## src/rtl/product_accumulator.sv

```systemverilog
// rtl/product_accumulator.sv - accumulates a burst of multiplier products and presents the total over valid/ready
module product_accumulator #(
  parameter int PROD_W = 8,
  parameter int ACC_W  = 16,
  parameter int LEN    = 4
) (
  input  logic              i_clk,
  input  logic              i_rst_n,
  input  logic              i_in_valid,
  output logic              o_in_ready,
  input  logic [PROD_W-1:0] i_in_prod,
  input  logic              i_in_last,
  output logic              o_out_valid,
  input  logic              i_out_ready,
  output logic [ACC_W-1:0]  o_out_sum,
  output logic [7:0]        o_out_count,
  output logic              o_out_ovf
);

  typedef enum logic {ACCUM, HOLD} state_t;

  state_t           r_state;
  state_t           w_state_nx;
  logic [ACC_W-1:0] r_acc;
  logic [7:0]       r_cnt;
  logic             r_ovf;
  logic             r_out_valid;
  logic [ACC_W-1:0] r_out_sum;
  logic [7:0]       r_out_count;
  logic             r_out_ovf;

  logic [ACC_W:0]   w_sum_nx;
  logic             w_beat;
  logic             w_final;

  // Extra top bit of the sum is the carry out that feeds the sticky overflow.
  assign w_sum_nx = {1'b0, r_acc} + {{(ACC_W + 1 - PROD_W){1'b0}}, i_in_prod};
  assign w_beat   = i_in_valid && (r_state == ACCUM);
  assign w_final  = w_beat && (i_in_last || (r_cnt == 8'(LEN - 1)));

  always_comb begin
    w_state_nx = r_state;
    case (r_state)
      ACCUM: if (w_final) w_state_nx = HOLD;
      HOLD:  if (i_out_ready) w_state_nx = ACCUM;
      default: w_state_nx = ACCUM;
    endcase
  end

  always_ff @(posedge i_clk or negedge i_rst_n) begin
    if (!i_rst_n) begin
      r_state     <= ACCUM;
      r_acc       <= '0;
      r_cnt       <= '0;
      r_ovf       <= 1'b0;
      r_out_valid <= 1'b0;
      r_out_sum   <= '0;
      r_out_count <= '0;
      r_out_ovf   <= 1'b0;
    end else begin
      r_state <= w_state_nx;
      if (w_final) begin
        r_out_sum   <= w_sum_nx[ACC_W-1:0];
        r_out_count <= r_cnt + 8'd1;
        r_out_ovf   <= r_ovf | w_sum_nx[ACC_W];
        r_out_valid <= 1'b1;
        r_acc       <= '0;
        r_cnt       <= '0;
        r_ovf       <= 1'b0;
      end else if (w_beat) begin
        r_acc <= w_sum_nx[ACC_W-1:0];
        r_cnt <= r_cnt + 8'd1;
        r_ovf <= r_ovf | w_sum_nx[ACC_W];
      end
      if ((r_state == HOLD) && i_out_ready) begin
        r_out_valid <= 1'b0;
      end
    end
  end

  // Ready depends only on registered state so there is no path from the output side.
  assign o_in_ready  = (r_state == ACCUM);
  assign o_out_valid = r_out_valid;
  assign o_out_sum   = r_out_sum;
  assign o_out_count = r_out_count;
  assign o_out_ovf   = r_out_ovf;

endmodule

```

## config.mk

```make
export PLATFORM = sky130hd
export DESIGN_NAME = product_accumulator
export DESIGN_NICKNAME = d
export VERILOG_FILES = /design/src/rtl/product_accumulator.sv
export SDC_FILE = /design/constraint.sdc
export NUM_CORES = 1
export LEC_CHECK = 0
export ABC_AREA = 1
export BUFFER_PORTS_ARGS = -buffer_cell sky130_fd_sc_hd__buf_2
export CAP_MARGIN = 40
export CORE_MARGIN = 2
export CORE_UTILIZATION = 57
export CTS_CLUSTER_DIAMETER = 100
export DETAILED_ROUTE_END_ITERATION = 16
export PLACE_DENSITY_LB_ADDON = 0.3
export SYNTH_ARGS = -nofsm -noshare
export SYNTH_HDL_FRONTEND = slang
export SYNTH_SLANG_ARGS = --single-unit
```

## constraint.sdc

```tcl
create_clock -name i_clk -period 2.1 [get_ports i_clk]
set_clock_uncertainty 0.1 [all_clocks]
set_input_delay 0.21 -clock i_clk [delete_from_list [all_inputs] [get_ports i_clk]]
set_output_delay 0.21 -clock i_clk [all_outputs]
set_load 0.01 [all_outputs]
```

## Yosys cells after proc, flatten, opt, wreduce, memory -nomap -nowiden

Cells that the tools add are included.
Widths: inputs -> output; s select.

- Memory bits (read-only): 0
- Latch bits: 0
- Bits of input ports: 13
- Bits in writable memories: 0
- Word-level logic and storage cells: 30
- Memories: 0
- Output and inout bits: 27
- Bits in registers: 52

- Divide/modulo/power cells: 0
- Eq/ne operators: 1
- Order comparisons: 0
- Reduce and logical (&&, ||, !) cells: 6
- Multiplexer cells: 11
- Shift operators: 0
- Bitwise logic cells: 2
- $mul: 0
- Add/subtract/negate cells: 2

Operators by type and width:

| cell | count |
|---|---|
| $mux 16 | 2 |
| $add 16x8->17 | 1 |
| $mux 8 | 2 |
| $add 8x1->8 const B | 1 |
| $eq 8x2->1 const B | 1 |
| $mux 1 | 6 |
| $reduce_bool 2->1 | 2 |
| $logic_and 1x1->1 | 3 |
| $pmux 1 s2 | 1 |
| $logic_or 1x1->1 | 1 |
| $not 1->1 | 1 |
| $or 1x1->1 | 1 |

## Depth between registers and ports, before layout

Gate-level depths: netlist of run 1.

- Depth in word-level cells: 5
- Gate-level depth with buffers: 11
- Depth with buffers taken out: 11

## Worst setup path before layout of run 1

OpenSTA, ideal clock, no wires.

- Path type: register to register
- Start point: reg r_acc[0]
- End point: reg r_out_ovf, in the netlist o_out_ovf
- Period minus slack after synthesis: 1.790 ns
- Arrival: 1.574 ns
- Library setup time: 0.116 ns
- Path buffers: 0
- Path slack: 0.310 ns
- Stages on the path, launching flop included: 12
- Required time: 1.884 ns
- Path through: dfrtp_1 ha_1 fa_1 nand2_1 nand2_1 and2_1 nand2_1 nand2_1 nand2_1 nand2_1 nand2_1 nand2_1

- Cells in the longest elaborated chain, start to end: 2

RTL lines:

| element | line | source |
|---|---|---|
| from (decl) | 24 | `logic [ACC_W-1:0] r_acc;` |
| from (signal assigned) | 71 | `r_acc <= w_sum_nx[ACC_W-1:0];` |
| $add 16x8->17 | 37 | `assign w_sum_nx = {1'b0, r_acc} + {{(ACC_W + 1 - PROD_W){1'b0}}, i_in_prod};` |
| $or 1x1->1 | 65 | `r_out_ovf <= r_ovf \| w_sum_nx[ACC_W];` |
| to (signal assigned) | 65 |  |
| to (decl) | 30 | `logic r_out_ovf;` |

No other way between the ends.
A chain may end at the register's enable or synchronous reset.

## Final worst setup path of run 1

- Start point: reg r_cnt[0]
- End point: reg r_cnt[0]

- Cells in the longest elaborated chain, start to end: 4
- Elaborated cells between the ends (all ways): 7
- Classes of those cells: 1 x add/sub; 1 x eq/ne; 2 x mux; 3 x reduce/logical

RTL lines:

| element | line | source |
|---|---|---|
| from (decl) | 25 | `logic [7:0] r_cnt;` |
| from (signal assigned) | 72 | `r_cnt <= r_cnt + 8'd1;` |
| parallel branches: the longest is 4 deep, another holds $add 8x1->8 | - |  |

Parallel ways; which one is timed is not known. The select of a mux whose other input is x is not followed.

==> flow_metrics.tcl, run 1 <==
set metrics [dict create \
    fin_tns_setup_ps 0 \
    io_buffers 39 \
    ys_top_cells_by_area "dfrtp_1 47%, nand2_1 19%, nand3_1 5.6%" \
    p_seq_frac 0.423 \
    syn_nets 374 \
    antenna_found_initial 0 \
    pwr_density_cell_nw_per_um2 1010 \
    grt.total_usage 0.237 \
    pin_count 40 \
    yosys.area.top_type_share 0.471 \
    routed_wl_um 5670 \
    fmax_mhz 521 \
    cts_tree "done" \
    p_switching_mw 1.16 \
    p_int_mw 2.02 \
    crit_required_ps 2240 \
    avgSynthCellArea_sq_um 7.86 \
    cts-htree-levels 2 \
    crit_type "register to register" \
    ff2ff_setup_slack_ps 180 \
    finalWorstSetupSlack_ps 179 \
    crit_start "r_cnt[0]" \
    comb_power_share 0.345 \
    detail-route-antenna-nets 0 \
    hold_class "input pin to register" \
    ys_async_sr_fraction 1.00 \
    critPathLaunchType "register" \
    place.gp.congestion 0.986 \
    synth-main-ff-cell "dfrtp_1" \
    max-vdd-ir-drop_mv 0.607 \
    clock-sinks 52 \
    grt_overflow_total 0 \
    rsz0062_at_grt "false" \
    max-cap-violations 0 \
    hold_violations 0 \
    crit_path_end_kind "register" \
    status "completed" \
    grt_first_pass_wirelength_um 9830 \
    synth_cell_types 30 \
    period_needed_ps 1920 \
    dpl-instance-area_sq_um 3000 \
    nNetsFinal 416 \
    cts-root-buf "clkbuf_8" \
    grt_start_max_net_pins 35 \
    p_sw_frac 0.364 \
    drive_gt1_frac 0.147 \
    ys_ff_latch 52 \
    diodes 0 \
    cts_buffers 5 \
    r2r_cells 8 \
    design.core.area_sq_um 4690 \
    cp-endpoint "r_cnt[0]" \
    hold_ws_ps 187 \
    slew_headroom 0.598 \
    syn_inst 351 \
    place_ws_ps 159 \
    clk_pin_slew_ps 100 \
    post-dp-hpwl_um 4260 \
    std_cell_rows 25 \
    power_mw 3.18 \
    clkPwrFrac 0.232 \
    insertion_delay_ps 320 \
    ys_warn_count 0 \
    synth_edf_count 0 \
    drc 0 \
    arrival_ps 2060 \
    yosysSeqAreaShare 0.471 \
    vias 2274 \
    power.leakage_nw 1.77 \
    drtIter0Drc 174 \
    grt_pass1_vias 2185 \
    maxSlewViolCount 0 \
    dieHeight_um 73.6 \
    wl_per_cell_um 12.7 \
    design.die.area_sq_um 5410 \
    max_slew.worst_pin.slew_ps 604 \
    crit_fanout 14 \
    rr_endpoint "r_cnt[0]" \
    netlist_area_sq_um 2760 \
    r2r_start "r_cnt[0]" \
    fin_crit_sh 0.915 \
    viasPerCell 5.08 \
    setup_violations 0 \
    clock_path_buffers 2 \
    dr.pass1.iters 4 \
    yosysTopAreaCell "dfrtp_1" \
    post_cts_buffers 0 \
    area_delta_synth_final_pct 14.0 \
    chipWidth_um 73.6 \
    initial_utilization 0.588 \
    postLayoutCellArea_sq_um 3150 \
]
## cell families (layout without fill, tap and decap cells)
group / count (synthesis) / in the layout / synth area share
xor gates and xnor gates: 11 / 11 / 0.0349
and+or+nand+nor: 199 / 199 / 0.307
DFF: 52 / 52 / 0.471
AOI/OAI and AO/OA: 32 / 32 / 0.0626
buffers and inverters: 47 / 90 / 0.0761
adders and majority gates: 10 / 10 / 0.0481
## power by group through the flow
stage               combinational (mW)  clock [mW]  sequential, mW
finish                            1.10       0.738            1.35
global route                      1.25       0.788            1.38
CTS                               1.10       0.749            1.35
detailed placement                1.09           0            1.36
global placement                  1.07           0            1.36
floorplan                        0.708           0            1.41
## placed cells by master (no fill, tap or decap)
master         count
nor3_2             2
a21boi_0           1
nor2_4             1
nor3_1             4
inv_2              1
o21bai_1           1
a21oi_1            3
xor2_1             9
and2_1             1
fa_2               1
a21o_1             1
o21ai_0           16
xnor2_1            2
or2_1              1
o22ai_1            4
buf_2             39
clkinv_4           1
dfrtp_1           52
inv_1             37
nand2_2            2
nor2_1             9
nand3_1           31
buf_4              1
clkbuf_8           6
bufinv_16          1
o21ai_1            6
nand4_1            2
nand2_1          140
or2_2              1
nand3b_1           5
buf_12             2
dlygate4sd3_1      2
ha_1               9
## per-stage QoR
stage	std cells	util
detailed placement	438	0.640
floorplan	351	-
global route	448	0.671
CTS	448	0.670
global placement	438	0.640
finish	448	0.671
## cell usage after synthesis (4+ instances only)
master,instances
nand2_1,140
dfrtp_1,52
inv_1,37
nand3_1,31
o21ai_0,16
ha_1,9
nor2_1,9
xor2_1,9
o21ai_1,6
nand3b_1,5
nor3_1,4
o22ai_1,4
## how the worst min path moves through the flow
stage	to	slack [ps]	depth (start not counted)	start
6_report	r_acc[0]	190	4	i_in_prod[0]
3_3_place_gp	o_out_count[3]	150	1	i_rst_n
3_5_place_dp	o_out_count[3]	150	1	i_rst_n
2_1_floorplan	o_out_count[0]	-190	0	i_rst_n
4_1_cts	r_acc[0]	190	4	i_in_prod[0]
5_1_grt	r_acc[0]	220	4	i_in_prod[0]
## routing by layer
layer  track usage  part of all wire
met3        0.0288             0.032
met2         0.378              0.46
met4        0.0990             0.024
met5             0                 0
met1         0.328              0.48
## cell type report
type | instances | area, sq um
multi-input combinational | 252 | 1250
inverter | 38 | 143
sequential | 52 | 1300
tap | 54 | 67.6
fill | 421 | 1550
clock buffer | 6 | 82.6
clock inverter | 2 | 38.8
timing repair buffer | 44 | 263
## state kept, by name, indices dropped and copies added, names as in the netlist
signal,cells
o_out_count,8
r_acc,16
o_out_sum,16
o_out_valid,1
r_cnt,8
r_state,1
o_out_ovf,1
r_ovf,1
## critical path, stage by stage, from the launching register on
cell	delay, ps
dfrtp_1	430
ha_1	260
nand2_1	100
nor3_2	40
nand2_1	70
nand2_2	80
nor2_4	300
inv_1	270
o21ai_0	210
## what timing repair did
action / 4_1_cts / 5_1_grt
hold buffers: 2 / 0
endpoints found under the setup margin: 0 / 4
resized for setup: 0 / 1
endpoints found under the hold margin: 26 / 0
(Power assumes the default switching activity.)
==> run 2: changes to the inputs <==
- CORE_UTILIZATION: 57 -> 40
==> flow_metrics.tcl, run 2 (same netlist as run 1, synthesis figures left out) <==
set metrics [dict create \
    crit_fanout 14 \
    clk_pin_slew_ps 90 \
    post-dp-hpwl_um 4230 \
    viasPerCell 4.82 \
    cts-root-buf "clkbuf_8" \
    layout_commonest_cell "nand2_1" \
    wl_per_cell_um 12.2 \
    crit_path_end_kind "register" \
    chipWidth_um 87.1 \
    hold_ws_ps 211 \
    hold_class "input pin to register" \
    hold_violations 0 \
    grt_pass1_vias 2184 \
    pin_count 40 \
    fmax_mhz 517 \
    critPathLaunchType "register" \
    maxSlewViolCount 0 \
    std_cell_rows 30 \
    nNetsFinal 418 \
    place.gp.congestion 0.888 \
    crit_required_ps 2230 \
    max-cap-violations 0 \
    vias 2294 \
    max_slew.worst_pin.slew_ps 521 \
    postLayoutCellArea_sq_um 3160 \
    grt_start_max_net_pins 40 \
    drtIter0Drc 87 \
    grt_first_pass_wirelength_um 10000 \
    dpl-instance-area_sq_um 3040 \
    clock-sinks 52 \
    pwr_density_cell_nw_per_um2 960 \
    grt.total_usage 0.166 \
    setup_violations 0 \
    design.core.area_sq_um 6720 \
    fin_crit_sh 0.922 \
    drive_gt1_frac 0.146 \
    cts_buffers 5 \
    area_delta_synth_final_pct 14.6 \
    max-vdd-ir-drop_mv 0.297 \
    n_fill_cell 678 \
    arrival_ps 2060 \
    rsz0062_at_grt "false" \
    dieHeight_um 87.1 \
    final_cell_mix "140 x nand2_1, 52 x dfrtp_1, 39 x buf_2" \
    grt_overflow_total 0 \
    crit_type "register to register" \
    dr.pass1.iters 4 \
    cts-htree-levels 2 \
    clock_path_buffers 2 \
    drc 0 \
    status "completed" \
    place_ws_ps 186 \
    io_buffers 39 \
    initial_utilization 0.411 \
    detail-route-antenna-nets 0 \
    power.leakage_nw 1.76 \
    insertion_delay_ps 300 \
    antenna_found_initial 0 \
    slew_headroom 0.653 \
    finalWorstSetupSlack_ps 164 \
    period_needed_ps 1940 \
    design.die.area_sq_um 7580 \
    cts_tree "done" \
    routed_wl_um 5790 \
    fin_tns_setup_ps 0 \
    diodes 0 \
]
[run 2: cell count changes in the layout (fill, tap and decap cells not counted), sizes merged]
cell	delta
clkinvlp	+1
clkbuf	+2
clkinv	-1
bufinv	-1
buf	+2
inv	-1
[run 2: stage by stage]
| stage | power (mW) | utilization | std cells |
|---|---|---|---|
| after global placement | 2.45 | 0.453 | 465 |
| after global routing | 3.28 | 0.471 | 476 |
| after CTS | 3.07 | 0.469 | 475 |
| after floorplan | 2.11 | - | 351 |
| final | 3.04 | 0.471 | 476 |
| after detailed placement | 2.47 | 0.453 | 465 |
[run 2: critical path, stage by stage, from the launching register on]
cell and delay [ps]:
dfrtp_1 430, ha_1 260, nand2_1 90, nor3_2 40
nand2_1 70, nand2_2 80, nor2_4 330, clkinvlp_4 140
buf_4 190, o21ai_0 150
[run 2: area by class of cell]
type                            count  area, sq um  share of cell area
Multi-Input combinational cell    252         1250               0.395
Timing Repair Buffer               46          278              0.0878
Clock buffer                        8         90.1              0.0285
Sequential cell                    52         1300               0.411
Tap cell                           80          100              0.0316
Inverter                           38          146              0.0463
[run 2: power by group]
group          switching (mW)  internal (mW)  leakage [nW]
clock                   0.325          0.270        0.0455
sequential              0.132           1.21         0.695
combinational           0.671          0.425          1.02
[run 2: worst paths after layout]
path,from,end,slack (ps),depth (start not counted)
max in group asynchronous,i_rst_n,o_out_ovf,1050,3
setup / recovery,r_cnt[0],r_cnt[0],160,9
setup reg to reg,r_cnt[0],r_cnt[0],160,9
hold reg to reg,o_out_valid,o_out_valid,380,2
min in group asynchronous,i_rst_n,o_out_count[3],300,2
hold / removal,i_in_prod[0],r_acc[0],210,4
[run 2: what timing repair did]
| action | CTS | global route |
|---|---|---|
| endpoints found under the hold margin | 22 | 0 |
| setup endpoints to repair | 0 | 1 |
| resized for setup | 0 | 1 |
| buffers inserted | 0 | 1 |
| hold buffers | 2 | 0 |
[run 2: layer usage]
| metal | global-route usage | up-vias | routed length (um) |
|---|---|---|---|
| li1 | - | 1202 | - |
| met4 | 0.0384 | 0 | 54 |
| met3 | 0.0303 | 5 | 213 |
| met2 | 0.271 | 37 | 2640 |
| met5 | 0 | - | 0 |
| met1 | 0.229 | 1050 | 2890 |
